`src/rtl/fetch_unit_pkg.sv`:
```
// Shared definitions for the instruction-fetch stage: state encoding,
// word/address types and the reset/bubble constants.
package fetch_unit_pkg;

    localparam int XLEN = 32;

    typedef logic [XLEN-1:0] word_t;

    typedef enum logic [1:0] {
        FETCH   = 2'd0,
        HOLD    = 2'd1,
        DISCARD = 2'd2
    } fetch_state_e;

    localparam word_t NOP_WORD         = 32'h0000_0000;
    localparam word_t RESET_PC_DEFAULT = 32'h0000_0000;

    // Branch targets are forced onto a word boundary before use.
    function automatic word_t alignWord(input word_t a);
        return a & ~word_t'(3);
    endfunction

endpackage

```
`src/rtl/fetch_unit_if.sv`:
```
// Instruction-memory request/acknowledge bus between the fetch stage
// (master) and the instruction memory (slave).
interface fetch_unit_if;
    import fetch_unit_pkg::*;

    logic  imem_req;
    word_t imem_addr;
    logic  imem_ack;
    word_t imem_rdata;

    modport master (
        output imem_req,
        output imem_addr,
        input  imem_ack,
        input  imem_rdata
    );

    modport slave (
        input  imem_req,
        input  imem_addr,
        output imem_ack,
        output imem_rdata
    );

endinterface

```
`src/rtl/fetch_unit.sv`:
```
// Instruction-fetch stage: owns the PC, fetches over a req/ack bus, parks a
// returned word while stalled and redirects on taken branches.
module fetch_unit
    import fetch_unit_pkg::*;
#(
    parameter word_t RESET_PC = RESET_PC_DEFAULT
) (
    input  logic               clk,
    input  logic               rst,
    input  logic               staller_i,
    input  logic               branch_taken_i,
    input  word_t              branch_target_i,
    fetch_unit_if.master       imem,
    output word_t              PC_out_o,
    output word_t              idata_out_o,
    output logic               fetch_valid_o
);

    fetch_state_e state_q, state_d;
    word_t        pc_q, pc_d;
    word_t        hold_data_q, hold_data_d;
    word_t        redir_pc_q, redir_pc_d;

    word_t target;
    word_t pc_plus4;

    assign target   = alignWord(branch_target_i);
    assign pc_plus4 = pc_q + 32'd4;

    always_ff @(posedge clk or posedge rst) begin
        if (rst) begin
            state_q     <= FETCH;
            pc_q        <= RESET_PC;
            hold_data_q <= '0;
            redir_pc_q  <= '0;
        end else begin
            state_q     <= state_d;
            pc_q        <= pc_d;
            hold_data_q <= hold_data_d;
            redir_pc_q  <= redir_pc_d;
        end
    end

    always_comb begin
        state_d        = state_q;
        pc_d           = pc_q;
        hold_data_d    = hold_data_q;
        redir_pc_d     = redir_pc_q;
        imem.imem_req  = 1'b0;
        imem.imem_addr = pc_q;
        idata_out_o    = NOP_WORD;
        PC_out_o       = '0;
        fetch_valid_o  = 1'b0;

        unique case (state_q)
            FETCH: begin
                imem.imem_req = 1'b1;
                if (imem.imem_ack) begin
                    if (branch_taken_i) begin
                        pc_d = target;
                    end else if (staller_i) begin
                        hold_data_d = imem.imem_rdata;
                        state_d     = HOLD;
                    end else begin
                        idata_out_o   = imem.imem_rdata;
                        PC_out_o      = pc_plus4;
                        fetch_valid_o = 1'b1;
                        pc_d          = pc_plus4;
                    end
                end else if (branch_taken_i) begin
                    // The request address must not move until its ack, so the
                    // redirect waits in redir_pc while the response is thrown away.
                    redir_pc_d = target;
                    state_d    = DISCARD;
                end
            end

            HOLD: begin
                idata_out_o   = hold_data_q;
                PC_out_o      = pc_plus4;
                fetch_valid_o = 1'b1;
                if (branch_taken_i) begin
                    pc_d    = target;
                    state_d = FETCH;
                end else if (!staller_i) begin
                    pc_d    = pc_plus4;
                    state_d = FETCH;
                end
            end

            DISCARD: begin
                imem.imem_req = 1'b1;
                if (branch_taken_i) begin
                    redir_pc_d = target;
                end
                if (imem.imem_ack) begin
                    pc_d    = branch_taken_i ? target : redir_pc_q;
                    state_d = FETCH;
                end
            end

            default: begin
                state_d = FETCH;
            end
        endcase

        // The memory shares this reset, so nothing may be requested or emitted while it is held.
        if (rst) begin
            imem.imem_req = 1'b0;
            idata_out_o   = NOP_WORD;
            PC_out_o      = '0;
            fetch_valid_o = 1'b0;
        end
    end

endmodule
```
`src/flat_wrapper.sv`:
```
// flat-port wrapper written by rule: the top's interface ports become plain ports
module fetch_unit_flat import fetch_unit_pkg::*;
#(
    parameter word_t RESET_PC = RESET_PC_DEFAULT
)
  (clk, rst, staller_i, branch_taken_i, branch_target_i, PC_out_o, idata_out_o, fetch_valid_o, imem_imem_req, imem_imem_addr, imem_imem_ack, imem_imem_rdata);
  fetch_unit_if imem_i ();
  input  logic clk;
  input  logic rst;
  input  logic staller_i;
  input  logic branch_taken_i;
  input  word_t branch_target_i;
  output word_t PC_out_o;
  output word_t idata_out_o;
  output logic fetch_valid_o;
  output wire logic [$bits(imem_i.imem_req)-1:0] imem_imem_req;
  output wire logic [$bits(imem_i.imem_addr)-1:0] imem_imem_addr;
  input wire logic [$bits(imem_i.imem_ack)-1:0] imem_imem_ack;
  input wire logic [$bits(imem_i.imem_rdata)-1:0] imem_imem_rdata;
  assign imem_imem_req = imem_i.imem_req;
  assign imem_imem_addr = imem_i.imem_addr;
  assign imem_i.imem_ack = imem_imem_ack;
  assign imem_i.imem_rdata = imem_imem_rdata;
  fetch_unit #(.RESET_PC(RESET_PC)) u_core (.clk(clk), .rst(rst), .staller_i(staller_i), .branch_taken_i(branch_taken_i), .branch_target_i(branch_target_i), .imem(imem_i), .PC_out_o(PC_out_o), .idata_out_o(idata_out_o), .fetch_valid_o(fetch_valid_o));
endmodule
```
`config.mk`:
```
export PLATFORM = sky130hd
export DESIGN_NAME = fetch_unit_flat
export DESIGN_NICKNAME = d
export VERILOG_FILES = /design/src/rtl/fetch_unit_pkg.sv /design/src/rtl/fetch_unit_if.sv /design/src/rtl/fetch_unit.sv /design/src/flat_wrapper.sv
export SDC_FILE = /design/constraint.sdc
export NUM_CORES = 1
export LEC_CHECK = 0
export ABC_CLOCK_PERIOD_IN_PS = 7660
export CORE_MARGIN = 5
export CORE_UTILIZATION = 48
export DETAILED_ROUTE_END_ITERATION = 12
export GPL_ROUTABILITY_DRIVEN = 0
export GPL_TIMING_DRIVEN = 0
export PLACE_DENSITY_LB_ADDON = 0.08
export SLEW_MARGIN = 10
export SYNTH_ARGS = -nofsm -noshare
export SYNTH_HDL_FRONTEND = slang
export SYNTH_SLANG_ARGS = --single-unit
```
`constraint.sdc`:
```
create_clock -name clk -period 7.66 [get_ports clk]
set_input_delay 1.532 -clock clk [delete_from_list [all_inputs] [get_ports clk]]
set_output_delay 1.532 -clock clk [all_outputs]
set_load 0.01 [all_outputs]
```
==> metrics.txt <==
Seq/Total Area, Yosys=0.436; total power=between 1.5 and 2 mW; hold crit path type=register to register; number of enable flip-flop cells after synthesis=0; clk_lat worst skew=around 0.35 ns; Vias per Instance=around 6; number of fill cells=about 950; Fmax=around 0.17 GHz; n_diodes=0; Vias=about 5400; CTS root buffer=clkbuf_16; Synth warnings=0; core area=roughly 0.011 mm2; Die ar.=between 0.01 and 0.015 mm2; fin crit share=0.776; Layout area overhead=38.0%; CTS tree=built; synthesized instance count=597; Slew @ Worst Pin=about 0.87 ns; GRT overflow=0; Synth Register Bits=98; gr usage total=0.252; Synth area leaders=dfrtp_1, mux2_2, nor2_1; DPL Wire Length=13000 um; Worst R2R End=u_core.imem.imem_addr[30]; Post-synth ARST share=1.00; WL final=between 15000 and 20000 um; drt wl/cell=~19 um; Slew Viols, Final=0; syn_nets=roughly 670; layout net count=843; most numerous cell in the Yosys netlist=dfrtp_1; DIE WIDTH=between 100 and 150 um; clk_skew=0.00596 ns; flop-to-flop setup slack=5.10 ns; Max Cap Viol=0; postcts setup bufs=0; Worst Path Max Fanout=52; DRT antenna net count=0; reg2reg start=u_core.imem.imem_addr[2]; share of cells above drive strength 1=0.131; Slew headroom=0.418; RSZ-0062 raised after global routing=no; DR iter-0 viols=551; clk buf depth=2; # setup viols final=0; die height=118 um; pre-CTS setup slack=between 1.5 and 2 ns; total CTS buffers=9; hold_buf cts=0; Startpoint Class=input port; drt drc=0; Critical Path Sink Type=output pin; Initial DRT Pass Iterations=5; area leader, netlist=dfrtp_1; Worst Path Required=around 6.1 ns; number of port buffers=about 160; count of different cell masters after synthesis=46; Syn Area/Cell=roughly 9.4 um2; largest net degree at the start of global routing=between 50 and 60; first-pass GRT wire length=between 20000 and 30000 um; num rows=39; initial antenna violation count=0; CTS Sinks=98; Setup Crit Path Kind=input port to output pin; H-tree levels=3; Post-Route Setup TNS=0 ns; Worst EP arrival=4.41 ns; clk slew on worst S/H paths=roughly 0.060 ns; hold depth=1; worst vdd ir=0.159 mV; Worst Setup EP=PC_out_o[28]; leakage=3.04 nW; I/O Pins=roughly 170; Pwr Density=209 mW/mm2; Post-synth top cells=dfrtp_1, nor2_1, mux2_2; worst setup margin=about 1.7 ns; vias in the first global route=between 5000 and 6000; post-CTS sizing=0; Initial Util=0.490; Cell Area, Synth=0.00562 mm2; ys flop type=dfrtp_1; R2R cell count=6; CP startpoint=rst; status=finished, final reports clean; Final min period=5.94 ns; count of final hold-check violations=0; post-synth top area share=0.436
==> final cells by class <==
cell class              count  area, um2  area share
well taps                 143        179      0.0231
flip-flops and latches     98       2450       0.316
multi-input cells         443       2950       0.380
inverters                  10       40.0     0.00516
clock buffers              14        274      0.0353
plain buffers              46        188      0.0242
clock inverters             2       10.0     0.00129
repair buffers            165       1670       0.215
==> how the worst min path moves through the flow <==
stage	startpoint	to	slack, ns
after global placement	u_core.redir_pc_q[20]	u_core.redir_pc_q[20]	0.48
after floorplan	u_core.redir_pc_q[0]	u_core.redir_pc_q[0]	0.46
after detailed placement	u_core.redir_pc_q[9]	u_core.redir_pc_q[9]	0.49
after CTS	u_core.redir_pc_q[9]	u_core.redir_pc_q[9]	0.51
after global routing	u_core.redir_pc_q[8]	u_core.redir_pc_q[8]	0.52
final	u_core.redir_pc_q[9]	u_core.redir_pc_q[9]	0.50
==> critical path, cell delays in order <==
cell	delay [ns]
clkdlybuf4s50_1	0.46
inv_4	0.52
nand2_1	0.32
or2_2	0.43
buf_2	0.22
buf_2	0.22
nor2_1	0.13
clkdlybuf4s50_1	0.55
==> power breakdown <==
group / leakage, nW / switching, mW / total, mW / internal [mW]
clock network: 0.143 / 0.197 / 0.444 / 0.246
registers: 1.18 / 0.105 / 0.730 / 0.624
logic: 1.71 / 0.205 / 0.447 / 0.242
total: 3.04 / 0.508 / 1.62 / 1.11
==> kinds of logic after synthesis <==
logic type               synth area share
flip-flops                          0.436
adder cells (fa/ha/maj)           0.00222
AO/OA/AOI/OAI                       0.162
XOR/XNOR                           0.0436
AND/OR/NAND/NOR                     0.192
buffers and inverters              0.0400
multiplexers                        0.124
==> routing by layer <==
metal  share of wire  track usage  vias up
met3           0.091       0.0783       32
met4           0.023        0.107        0
li1                -            -     2503
met1            0.40        0.309     2619
met2            0.49        0.412      240
met5               0            0        -
==> stage by stage <==
| stage | utilization | cells | instance area, um2 | hold WS [ns] |
|---|---|---|---|---|
| detailed placement | 0.652 | 905 | 7470 | 0.491 |
| global placement | 0.649 | 904 | 7440 | 0.481 |
| finish | 0.677 | 921 | 7760 | 0.504 |
| floorplan | - | 597 | 5620 | 0.464 |
| CTS | 0.677 | 921 | 7760 | 0.505 |
| global route | 0.677 | 921 | 7760 | 0.520 |
==> flip-flops by register name, indices dropped and copies added, names as in the netlist <==
signal                 count
u_core.state_q             2
u_core.hold_data_q        32
u_core.imem.imem_addr     32
u_core.redir_pc_q         32
==> placed cells by master (no fill, tap or decap), types with 3 or more instances in the layout <==
cell and count:
clkdlybuf4s50_1 164, dfrtp_1 98, nor2_1 97, mux2_2 62, o21ai_0 41, clkbuf_1 34, a22oi_1 32, a21oi_1 27
nand2_1 22, and3_1 20, xnor2_1 19, nand3_1 16, buf_2 12, inv_1 9, a221oi_1 9, xor2_1 9
clkbuf_16 9, nand4_1 7, and2_1 7, nor3_1 6, nor4_1 6, o2bb2ai_1 6, nor2b_1 5, o22ai_1 5
a31oi_1 5, and4_1 5, a211oi_1 4, o31a_1 4, or4_1 4, or2_2 3, clkbuf_8 3
No activity file was read; power rests on OpenSTA's default activity.
